[src/rtl/masked_and_share_feeder.sv]
// Upstream share generator for the two-share masked AND gate. It splits operands a/b into
// Boolean shares using LFSR randomness and also supplies the gate's refresh bit.
module masked_and_share_feeder #(
   parameter int                LFSR_W    = 16,
   parameter logic [LFSR_W-1:0] TAPS      = 16'hB400,
   parameter logic [LFSR_W-1:0] SEED      = 16'hACE1,
   parameter int                REFRESH_N = 1024
) (
   input  logic              clk,
   input  logic              rst,
   input  logic              seed_load,
   input  logic [LFSR_W-1:0] seed_in,
   input  logic              in_valid,
   output logic              in_ready,
   input  logic              a,
   input  logic              b,
   output logic              out_valid,
   input  logic              out_ready,
   output logic              a0,
   output logic              a1,
   output logic              b0,
   output logic              b1,
   output logic              rN,
   output logic              gate_valid,
   output logic              reseed_req
);

   localparam int               CNT_W   = $clog2(REFRESH_N + 1);
   localparam logic [CNT_W-1:0] CNT_MAX = CNT_W'(REFRESH_N);

   logic [LFSR_W-1:0] lfsr_q;
   logic [LFSR_W-1:0] s1, s2, s3;
   logic [CNT_W-1:0]  xfer_cnt;
   logic [CNT_W-1:0]  cnt_next;
   logic              fire_in;
   logic              f1, f2, f3;

   function automatic logic [LFSR_W-1:0] lfsr_step(input logic [LFSR_W-1:0] s);
      return {s[LFSR_W-2:0], ^(s & TAPS)};
   endfunction

   // Three LFSR steps per accepted pair: f1 masks a, f2 masks b, f3 is the refresh bit.
   always_comb begin
      s1 = lfsr_step(lfsr_q);
      s2 = lfsr_step(s1);
      s3 = lfsr_step(s2);
      f1 = s1[0];
      f2 = s2[0];
      f3 = s3[0];
   end

   assign in_ready = !rst && !seed_load && (!out_valid || out_ready);
   assign fire_in  = in_valid && in_ready;
   assign cnt_next = (xfer_cnt == CNT_MAX) ? xfer_cnt : xfer_cnt + 1'b1;

   // Share outputs are deliberately left unchanged on drain because the gate samples them every cycle.
   always_ff @(posedge clk) begin
      if (rst) begin
         lfsr_q     <= SEED;
         out_valid  <= 1'b0;
         a0         <= 1'b0;
         a1         <= 1'b0;
         b0         <= 1'b0;
         b1         <= 1'b0;
         rN         <= 1'b0;
         gate_valid <= 1'b0;
         xfer_cnt   <= '0;
         reseed_req <= 1'b0;
      end else begin
         gate_valid <= out_valid && out_ready;
         if (seed_load) begin
            lfsr_q     <= (seed_in == '0) ? SEED : seed_in;
            xfer_cnt   <= '0;
            reseed_req <= 1'b0;
            if (out_ready)
               out_valid <= 1'b0;
         end else if (fire_in) begin
            lfsr_q     <= s3;
            a0         <= a ^ f1;
            a1         <= f1;
            b0         <= b ^ f2;
            b1         <= f2;
            rN         <= f3;
            out_valid  <= 1'b1;
            xfer_cnt   <= cnt_next;
            reseed_req <= (cnt_next == CNT_MAX);
         end else if (out_ready) begin
            out_valid <= 1'b0;
         end
      end
   end

endmodule
[config.mk]
export PLATFORM = sky130hd
export DESIGN_NAME = masked_and_share_feeder
export DESIGN_NICKNAME = d
export VERILOG_FILES = /design/src/rtl/masked_and_share_feeder.sv
export SDC_FILE = /design/constraint.sdc
export NUM_CORES = 1
export LEC_CHECK = 0
export CAP_MARGIN = 30
export CORE_MARGIN = 2
export CORE_UTILIZATION = 55
export DETAILED_ROUTE_END_ITERATION = 16
export DONT_BUFFER_PORTS = 1
export PLACE_DENSITY = 0.8
export SLEW_MARGIN = 20
export SYNTH_ARGS = -nofsm -noshare
export SYNTH_HDL_FRONTEND = slang
export SYNTH_SLANG_ARGS = --single-unit
[constraint.sdc]
create_clock -name clk -period 1.4 [get_ports clk]
set_input_delay 0.28 -clock clk [delete_from_list [all_inputs] [get_ports clk]]
set_output_delay 0.28 -clock clk [all_outputs]
set_load 0.01 [all_outputs]
==> run metrics, run 1 <==
max_slew headroom=0.576; Critical Path Start Type=register; Area growth syn-to-layout=24.6%; worst reg2reg path endpoint=reseed_req; Final Hold Viols=0; cells after synthesis=217; root buffer cell=clkbuf_4; pin count of the biggest net entering global routing=28; clock share of power=0.299; Crit Reg-Reg Startpoint=xfer_cnt[1]; most frequent cells in the layout=nand2_1, dfxtp_1, buf_4; die area=3740 um^2; setup ws final=-75.6 ps; Num CTS Buffers=5; post-synth design cell area=1800 um^2; Hold Crit Class=in -> reg; CTS tree=done; Final Util=0.728; worst slew pin tran=633 ps; GRT overflow=0; Antenna diodes=0; vias in the first global route=1470; pwr/cell area=865 nW/um^2; First-pass DRT Iterations=4; Final Critical Period=1480 ps; worst endpoint required time=1680 ps; pins over their slew limit=0; initial antenna violation count=0; delay-heaviest family, CP=simple AND/OR/NAND/NOR gates; port buffer count=0; worst reg-to-reg path cell count=7; commonest non-fill, non-tap cell in the layout=nand2_1; Starting Density=0.585; Gate power share=0.148; ys flop type=dfxtp_1; Final Setup Violations=1; num rows=20; Net Count, Synth=242; CP Max Fanout=6; Tot GR Track Use=0.253; Max Cap Viol=0; Worst Hold End=lfsr_q[15]; leak pwr=0.879 nW; sequential share of the synthesized area=0.389; status=finished, violations left; post-route setup TNS=-75.6 ps; CP dominant cell by count=buf_6; hold path start=rst; Worst Clk Skew=6.63 ps; Hold Path Stages=1; drt drc=0; Yosys cell types=37; Sink Count=35; YS warnings=0; setup slack, reg-to-reg=-80 ps; H-tree depth=2; CP Class=reg -> reg; Post-synth EDFFs=0; clock slew at reported path FFs=110 ps; Max Freq=0.678 GHz; DP Cell Count=276; Sw Pwr=0.528 mW; register bit total from synthesis=35; Worst-Skew Late Latency=350 ps; syn avg cell area=8.29 um^2; Nets=267; unrepaired setup endpoints after global routing=yes; critical-path cell list=buf_6 > and3_4 > buf_6 > or2b_1 > o21ai_1 > nand4_1 > o31ai_1; Final ANT Viol Nets=0; max incr delay on CP=360 ps; Async SR Flop Fraction=0; total number of vias=1675; core box area=3080 um^2; drt wl/cell=16.6 um; Sw Share=0.272; Worst Path Arrival=1760 ps; Chip Height=61.2 um; fill count=225; Setup crit end kind=register; DR iter-0 viols=111; Placer Congestion=0.888; Flop pwr share=0.553; fraction of layout cells with a size suffix above 1=0.298; first-pass GRT wire length=6780 um; Int Power=1.41 mW; Slowest-stage cell, CP=dfxtp_2; die width=61.2 um; Boundary Pins=32; fin crit share=1.05; Total Wirelength=4750 um; CTS Buffer Depth=2; VDD IR max=0.741 mV; failing checks=setup timing; post-route insts no fill=286; hold_ws=23.2 ps; DR vias/cell=5.86; dpl hpwl=3040 um; crit path buf inv count=2
-- registers in the layout (all words and copies together), names as in the netlist --
signal      flops
gate_valid      1
a0              1
lfsr_q         16
rN              1
b0              1
b1              1
reseed_req      1
xfer_cnt       11
out_valid       1
a1              1
-- synth_stat cells, types with 4 or more instances --
master | count | area, um^2
dfxtp_1 | 35 | 701
nand2_1 | 35 | 131
nor2_1 | 20 | 75.1
a21oi_1 | 13 | 65.1
xor2_1 | 12 | 105
nand2b_1 | 9 | 56.3
xnor2_1 | 9 | 78.8
mux2_2 | 8 | 90.1
o22ai_1 | 8 | 50.1
a21o_1 | 6 | 45.0
nand4_1 | 6 | 37.5
nor4_1 | 6 | 37.5
buf_2 | 5 | 25.0
clkbuf_1 | 5 | 18.8
nand3_1 | 5 | 25.0
and3_1 | 4 | 25.0
-- worst max path at each step --
stage | from | end | slack [ps] | cells after the start
final | xfer_cnt[1] | reseed_req | -80 | 7
after detailed placement | out_ready | lfsr_q[9] | -70 | 6
after global placement | xfer_cnt[1] | reseed_req | -40 | 7
after floorplan | seed_load | reseed_req | 4 | 7
after CTS | xfer_cnt[1] | reseed_req | -50 | 7
after global routing | xfer_cnt[1] | reseed_req | -160 | 6
-- layout make-up --
class	instances	area, um^2	area share
Timing Repair Buffer	30	243	0.108
Multi-Input combinational cell	167	1150	0.513
Inverter	3	11.3	0.00502
Tap cell	44	55.1	0.0246
Clock buffer	6	51.3	0.0229
Clock inverter	1	5.00	0.00223
Sequential cell	35	726	0.324
-- per-layer routing --
layer  GRT usage  up-vias  wire (um)
li1            -      799          -
met1       0.372      803       2090
met2       0.336       66       2260
met3      0.0693        7        340
met4       0.127        0         59
met5           0        -          0
-- power groups by stage --
| stage | clock [mW] | combinational, mW | sequential [mW] |
|---|---|---|---|
| 2_1_floorplan | 0 | 0.213 | 1.09 |
| 3_3_place_gp | 0 | 0.249 | 1.09 |
| 3_5_place_dp | 0 | 0.253 | 1.10 |
| 4_1_cts | 0.591 | 0.274 | 1.08 |
| 5_1_grt | 0.632 | 0.313 | 1.08 |
| 6_report | 0.580 | 0.288 | 1.07 |
-- metrics by stage --
step	total power, mW	area, um^2	setup slack (ps)
after detailed placement	1.35	2020	-69.3
after floorplan	1.30	1830	3.96
final	1.94	2240	-75.6
after global routing	2.02	2240	-159
after global placement	1.34	2020	-40.8
after CTS	1.94	2140	-50.7
-- logic make-up (layout without fill, tap and decap cells) --
group,after synthesis,after routing,share of synthesized area
flip-flops,35,35,0.389
adder cells (fa/ha/maj),2,2,0.0139
AO/OA/AOI/OAI,37,37,0.128
multiplexers,11,11,0.0675
AND/OR/NAND/NOR,96,96,0.262
buffers and inverters,15,40,0.0369
XOR/XNOR,21,21,0.102
-- timing repair --
| item | CTS | global route |
|---|---|---|
| pin swaps | 3 | 6 |
| setup buffers | 1 | 1 |
| hold endpoints to repair | 15 | 0 |
| hold buffers | 1 | 0 |
| resized for setup | 13 | 22 |
| endpoints found under the setup margin | 16 | 23 |
No activity file was read; power rests on OpenSTA's default activity.
==> run 2, diff against run 1 <==
Settings changed: HOLD_SLACK_MARGIN from default to 0.15.
==> run 2 against run 1 <==
  * The flow still finishes with violations (setup timing)
  * Clock power up 3%
  * Clock skew up 6.7 ps
  * Cell count up 7.0%
  * Via count up 15%
  * Routed wire length up 32%
  * Final area up 11%
  * Die area unchanged
  * Global-route usage up 4.7 points
  * Critical endpoint unchanged
  * Largest cell class unchanged
  * Highest routed layer unchanged
==> run metrics, run 2 (same netlist as run 1, synthesis figures left out) <==
Worst Clk Skew=13.4 ps; DP Cell Count=276; first-pass GRT wire length=8020 um; Worst Path Arrival=1790 ps; Final Setup Violations=5; Setup crit end kind=register; setup slack, reg-to-reg=-100 ps; clock slew at reported path FFs=110 ps; pwr/cell area=833 nW/um^2; dpl hpwl=3040 um; Gate power share=0.190; unrepaired setup endpoints after global routing=yes; Slowest-stage cell, CP=dfxtp_4; pin count of the biggest net entering global routing=25; CTS Buffer Depth=2; Chip Height=61.2 um; Largest register FFs=16; Starting Density=0.585; initial antenna violation count=0; worst setup path end=reseed_req; crit path buf inv count=1; setup ws final=-101 ps; Tot Pwr=2.07 mW; First-pass DRT Iterations=5; Total Wirelength=6290 um; Placer Congestion=0.888; max incr delay on CP=400 ps; Antenna diodes=0; DR vias/cell=6.29; worst reg2reg path endpoint=reseed_req; CP Class=reg -> reg; Setup crit start=xfer_cnt[4]; num rows=20; clock share of power=0.289; fin crit share=1.07; Sw Share=0.295; Sink Count=35; most frequent cells in the layout=nand2_1, dfxtp_1, buf_4; worst slew pin tran=1010 ps; met2 usage=0.453; post-route insts no fill=306; total number of vias=1925; Num CTS Buffers=5; GRT overflow=0; pins over their slew limit=0; Tot GR Track Use=0.300; met3 Use GR=0.0819; status=finished, violations left; CP dominant cell by count=nand4_1; Largest Register=lfsr_q; Nets=287; Most Crowded Layer GR=met2; post-route setup TNS=-277 ps; Final Critical Period=1500 ps; drt drc=0; H-tree depth=2; root buffer cell=clkbuf_4; Top Registers=lfsr_q (16), xfer_cnt (11); Area growth syn-to-layout=38.3%; die area=3740 um^2; CP Max Fanout=5; worst reg-to-reg path cell count=6; Int Power=1.46 mW; Worst-Skew Late Latency=370 ps; Final Util=0.809; critical path depth=6; die width=61.2 um; CTS tree=done; DR iter-0 viols=186; drt wl/cell=20.5 um; max_slew headroom=0.328; Max Freq=0.666 GHz; core box area=3080 um^2; grt met1 use=0.387; delay-heaviest family, CP=simple AND/OR/NAND/NOR gates; vias in the first global route=1712; commonest non-fill, non-tap cell in the layout=nand2_1; Boundary Pins=32; VDD IR max=0.884 mV; leak pwr=0.989 nW; Critical Path Start Type=register; Sw Pwr=0.612 mW; fraction of layout cells with a size suffix above 1=0.294; worst endpoint required time=1690 ps; critical-path cell list=and4_4 > buf_6 > nand4_1 > xor2_1 > nand4_1 > o31ai_1; failing checks=setup timing; Flop pwr share=0.521; Crit Reg-Reg Startpoint=xfer_cnt[4]; Max Cap Viol=0; Final Hold Viols=0; Hold Crit Class=in -> reg; port buffer count=0; Final ANT Viol Nets=0
## run 2: metal layers
metal | up-vias | part of all wire
met5 | - | 0
met4 | 0 | 0.049
met3 | 35 | 0.089
met2 | 131 | 0.49
met1 | 914 | 0.38
li1 | 845 | -
## run 2: tightest hold or removal path: cells and delay by family
| kind | cells | cell delay [ps] |
|---|---|---|
| AOI/OAI and AO/OA | 1 | 160 |
| xor gates and xnor gates | 1 | 50 |
| and+or+nand+nor | 1 | 70 |
## run 2: layout make-up
| class | count | area (um^2) |
|---|---|---|
| Timing Repair Buffer | 50 | 449 |
| Inverter | 3 | 11.3 |
| Clock inverter | 1 | 5.00 |
| Clock buffer | 6 | 51.3 |
| Sequential cell | 35 | 727 |
| Fill cell | 173 | 589 |
| Tap cell | 44 | 55.1 |
| Multi-Input combinational cell | 167 | 1190 |
## run 2: power by group through the flow
stage               sequential (mW)  combinational, mW  clock [mW]
CTS                            1.08              0.329       0.591
global route                   1.08              0.409       0.643
finish                         1.08              0.393       0.600
floorplan                      1.09              0.213           0
global placement               1.09              0.249           0
detailed placement             1.10              0.253           0
## run 2: worst min path at each step
stage / startpoint / endpoint / slack (ps) / cells after the start
3_5_place_dp: rst / out_valid / 350 / 1
3_3_place_gp: rst / out_valid / 350 / 1
4_1_cts: out_ready / out_valid / 160 / 2
6_report: a / a0 / 230 / 3
5_1_grt: rst / xfer_cnt[0] / 230 / 2
2_1_floorplan: rst / lfsr_q[10] / 380 / 1
## run 2: stage by stage
stage	area [um^2]	hold WS [ps]	setup WS [ps]
final	2490	232	-101
after global placement	2020	350	-40.8
after floorplan	1830	381	3.96
after detailed placement	2020	345	-69.3
after CTS	2330	156	-50.7
after global routing	2490	229	-181
## run 2: timing repair
action,4_1_cts,5_1_grt
hold buffers,20,1
endpoints found under the hold margin,23,1
gates cloned,0,0
buffers inserted,1,1
pin swaps,3,7
endpoints found under the setup margin,16,24
gates resized for setup,13,31
==> run 3, diff against run 2 <==
Settings changed: CORE_UTILIZATION 55 to 45, PLACE_DENSITY 0.8 to 0.69.
==> run 3 against run 2 <==
  * The run still ends with setup timing left
  * Clock power increased by 19%
  * Non-clock buffer count decreased by 3
  * Worst setup slack improved by 15 ps
  * Largest cell class unchanged
  * Cell count increased by 0.65%
  * Worst hold slack got worse by 79 ps
  * Highest routed layer unchanged
==> run metrics, run 3 (same netlist as run 1, synthesis figures left out) <==
dpl cell area=2040 um^2; Worst Path Arrival=1700 ps; fin crit share=1.06; Worst Clk Skew=11.2 ps; drt drc=0; Boundary Pins=32; status=finished, violations left; Num CTS Buffers=5; Starting Density=0.481; CTS tree=done; pin count of the biggest net entering global routing=24; initial antenna violation count=0; DR vias/cell=5.54; CP Class=reg -> reg; Area growth syn-to-layout=38.9%; Top Registers=lfsr_q (16), xfer_cnt (11); setup ws final=-86.6 ps; total number of vias=1705; Max Cap Viol=0; pre-CTS setup slack=-118 ps; Hold Path Stages=2; unrepaired setup endpoints after global routing=yes; port buffer count=0; clock slew at reported path FFs=70 ps; Antenna diodes=0; fraction of layout cells with a size suffix above 1=0.308; root buffer cell=clkbuf_8; Tot GR Track Use=0.242; GRT overflow=0; Sink Count=35; Hold Crit Class=in -> reg; First-pass DRT Iterations=4; Final Hold Viols=0; num rows=22; max_slew headroom=0.475; Final Critical Period=1490 ps; leak pwr=0.970 nW; Critical Path Start Type=register; Final Util=0.668; Largest Register=lfsr_q; die area=4520 um^2; Total Wirelength=5150 um; core box area=3740 um^2; most frequent cells in the layout=nand2_1, buf_4, dfxtp_1; hold_ws=153 ps; Non-Filler Cell Area, Final=2500 um^2; CP Max Fanout=4; Chip Height=67.2 um; Largest register FFs=16; Max Freq=0.673 GHz; commonest non-fill, non-tap cell in the layout=nand2_1; pwr/cell area=864 nW/um^2; vias in the first global route=1741; failing checks=setup timing; VDD IR max=0.675 mV; Worst-Skew Late Latency=300 ps; H-tree depth=2; drt wl/cell=16.7 um; pins over their slew limit=0; worst slew pin tran=787 ps; Placer Congestion=0.858; Final Setup Violations=1; CTS Buffer Depth=2; die width=67.2 um; worst reg-to-reg path cell count=5; dpl hpwl=3150 um; Setup crit end kind=register; first-pass GRT wire length=8070 um; DR iter-0 viols=87; Final ANT Viol Nets=0; Nets=284; worst endpoint required time=1610 ps
[run 3: final cells by class]
class,instances,area (um^2)
Timing Repair Buffer,47,407
Tap cell,48,60.1
Sequential cell,35,734
Fill cell,310,1240
Multi-Input combinational cell,167,1210
Inverter,3,11.3
Clock inverter,1,5.00
Clock buffer,7,76.3
[run 3: worst max-delay path, stage by stage (launching register included)]
cell     delay [ps]
dfxtp_4         370
and4_4          230
and4_4          220
mux2i_1         240
a21oi_2         110
o31ai_4         240
[run 3: worst paths after layout]
check | slack (ps) | endpoint | from
max | -90 | reseed_req | xfer_cnt[5]
max reg2reg | -90 | reseed_req | xfer_cnt[5]
min | 150 | lfsr_q[15] | seed_in[15]
min reg2reg | 500 | xfer_cnt[1] | xfer_cnt[1]
[run 3: timing repair]
action,4_1_cts,5_1_grt
endpoints found under the setup margin,7,27
resized for setup,11,34
pin swaps,5,9
hold endpoints to repair,23,0
hold buffers,19,0
setup buffers,1,0
cloned,0,0
[run 3: through the flow]
step | TNS (ps) | cells | power, mW
after floorplan | 0 | 217 | 1.30
after global placement | -59.7 | 281 | 1.35
after detailed placement | -404 | 281 | 1.36
after CTS | -181 | 309 | 2.11
after global routing | -401 | 308 | 2.26
final | -86.6 | 308 | 2.16
[run 3: layer usage]
layer	GRT usage	part of all wire
met5	0	0
met3	0.0667	0.050
met2	0.410	0.54
met4	0.110	0.021
met1	0.285	0.39
[run 3: report_power, final]
part | switching [mW] | internal [mW]
Sequential | 0.0427 | 1.03
Combinational | 0.175 | 0.200
Clock | 0.365 | 0.349
Total | 0.583 | 1.58
==> patch (config.mk and constraints of run 1) <==
Make the reset (`rst`) asynchronous in one clocked block.
--- a/src/rtl/masked_and_share_feeder.sv
+++ b/src/rtl/masked_and_share_feeder.sv
@@ -56,3 +56,3 @@
    // Share outputs are deliberately left unchanged on drain because the gate samples them every cycle.
-   always_ff @(posedge clk) begin
+   always_ff @(posedge clk or posedge rst) begin
       if (rst) begin
Check against the original RTL: differs if rst is asserted again (counterexample within 4 cycles, from zero or initial values and one cycle with rst high); with rst held inactive, the same outputs for 10 cycles.
==> patch against run 1 <==
The flow still finishes with violations (negative setup slack). Worst hold slack worse by 0.0046 ns. Highest routed layer unchanged. Sequential share of layout area is 2.9 points lower. Count of clock-buffer cells in the layout stayed put. Worst setup slack worse by 0.38 ns. Non-clock buffer count is 41 higher. Routed wire length is 85% higher. First-iteration DRC count grew to 3.7 times the old value. Final area is 35% higher. Sequential cell count stayed put. Synthesized cell count is 5.1% lower. Area after synthesis is 5.8% higher. Critical path type unchanged.
Power is not compared: it rests on default switching activity, and its combinational part moved more than twofold at a synthesized area within 25%.
==> patch: results (changes against run 1) <==
Hold path
  • HP Class: in2reg (unchanged)

Global routing
  • Largest net degree at the start of global routing: 25 (was 28)
  • Initial antenna violation count: 0 (unchanged)
  • Total GRT Usage: 34.7% (was 25.3%)
  • Number of global-route vias before repair: 2126 (was 1470)
  • First-pass GRT wire length: 10.4 mm (was 6.78 mm)

Worst setup path
  • Critical path origin: xfer_cnt[1] (unchanged)
  • Worst setup path end: reseed_req (unchanged)
  • Crit path max fanout: 3 (was 6)
  • R2r worst-path depth: 8 (was 7)

Layout
  • Final Util: 90.6% (was 72.8%)
  • Design Area, Final: 3020 sq um (was 2240 sq um)
  • Share of post-route cells with drive strength above 1: 53.8% (was 29.8%)
  • Largest registers: lfsr_q: 16 flops, xfer_cnt: 11 flops (unchanged)
  • # diodes: 0 (unchanged)
  • Final net count: 297 (was 267)
  • Fillers: 131 (was 225)

Run status
  • Failing checks: negative setup slack (unchanged)
  • Outcome: complete, but fails checks (unchanged)

Yosys
  • Commonest cells in the synthesized netlist: 27 x dfrtp_1, 23 x o21ai_0, 20 x nand2_1 (was 35 x dfxtp_1, 35 x nand2_1, 20 x nor2_1)
  • Yosys warnings: 0 (unchanged)
  • Synth area leaders: dfrtp_1 35%, dfstp_2 11%, o21ai_0 6.0% (was dfxtp_1 39%, nand2_1 7.3%, xor2_1 5.8%)
  • Synth unique cells: 42 (was 37)
  • Syn nets: 231 (was 242)
  • Sequential-to-total area share from yosys stat: 46.5% (was 38.9%)
  • Post-synth ARST share: 100% (was 0%)

Clock network
  • Worst-Skew Late Latency: 0.37 ns (was 0.35 ns)
  • CTS Buf Count: 5 (unchanged)
  • Clk slew on worst S/H paths: 0.13 ns (was 0.11 ns)
  • H-tree levels: 2 (unchanged)
  • CTS max path bufs: 2 (unchanged)
  • Root Driver: clkbuf_4 (unchanged)

Detailed routing
  • Vias per std cell: 7.13 (was 5.86)
  • Drt first pass iters: 5 (was 4)
  • Initial DRC Count: 412 (was 111)
  • Final WL: 8.78 mm (was 4.75 mm)

STA
  • Final Setup Violations: 33 (was 1)
  • Setup TNS: -6.63 ns (was -0.0756 ns)
  • Least-Margin Pin Slew: 0.461 ns (was 0.633 ns)
  • Final WS setup: -0.451 ns (was -0.0756 ns)
  • Clk_skew: 0.0202 ns (was 0.00663 ns)

Placement
  • Gpl congestion: 0.900 (was 0.888)
  • DP Wirelength: 3.76 mm (was 3.04 mm)
  • Post-place instance area: 2300 sq um (was 2020 sq um)
  • PortBufs: 0 (unchanged)
  • Dpl ws: -0.381 ns (was -0.0693 ns)

Pwr
  • VDD IR-drop max: 0.000958 V
  • Static leakage: 0.00132 uW
-- patch: cell type report --
cell class	count	area share, %
Clock buffer	6	1.37
Clock inverter	2	0.414
Inverter	8	0.993
Multi-Input combinational cell	151	43.5
Sequential cell	35	29.4
Tap cell	46	1.90
Timing Repair Buffer	71	22.4
-- patch: metrics by stage --
stage               total power [uW]  cells  hold WS (ns)
finish                          2590    319        0.0187
global route                    2650    319        0.0307
CTS                             2290    307       0.00610
detailed placement              1680    286         0.196
global placement                1650    286         0.182
floorplan                       1530    206         0.397
-- patch: what timing repair did --
| item | in CTS | in global routing |
|---|---|---|
| pin swaps | 9 | 26 |
| hold buffers | 2 | 2 |
| gates resized for setup | 26 | 84 |
| setup endpoints to repair | 28 | 29 |
| hold endpoints to repair | 32 | 2 |
| buffers inserted | 11 | 11 |
| cloned | 0 | 1 |
-- patch: how the worst min path moves through the flow --
stage / startpoint / endpoint / slack [ns] / depth (start not counted)
6_report: seed_load / lfsr_q[13] / 0.02 / 2
4_1_cts: seed_load / xfer_cnt[1] / 0.006 / 1
5_1_grt: in_valid / out_valid / 0.03 / 1
3_5_place_dp: rst / lfsr_q[3] / 0.20 / 2
3_3_place_gp: rst / out_valid / 0.18 / 2
2_1_floorplan: in_valid / out_valid / 0.40 / 1
-- patch: power by group --
part	switching [uW]	leakage, uW	internal, uW
clock network	399	0.0000282	194
logic	366	0.000865	337
registers	146	0.000427	1150
total	911	0.00132	1680
-- patch: critical path: stages (launching register included) --
cell and delay, ns:
dfrtp_2 0.48, inv_2 0.10, ha_4 0.12, and4bb_2 0.28, buf_6 0.12, a21oi_2 0.05
or3_4 0.39, o2111ai_2 0.08, o31ai_2 0.10
-- patch: metal layers --
metal / vias to the layer above / GRT usage [%] / part of all wire (%)
met5: - / 0 / 0
met3: 90 / 5.77 / 11
met1: 1108 / 40.6 / 35
met2: 205 / 59.1 / 46
li1: 872 / - / -
met4: 0 / 22.2 / 8.6
-- patch: cell families after synthesis --
logic type / synth area share (%)
DFF: 46.5
buffers and inverters: 4.21
adders and majority gates: 1.31
AOI/OAI and AO/OA: 19.1
muxes: 1.05
xor gates and xnor gates: 8.28
and+or+nand+nor: 19.5
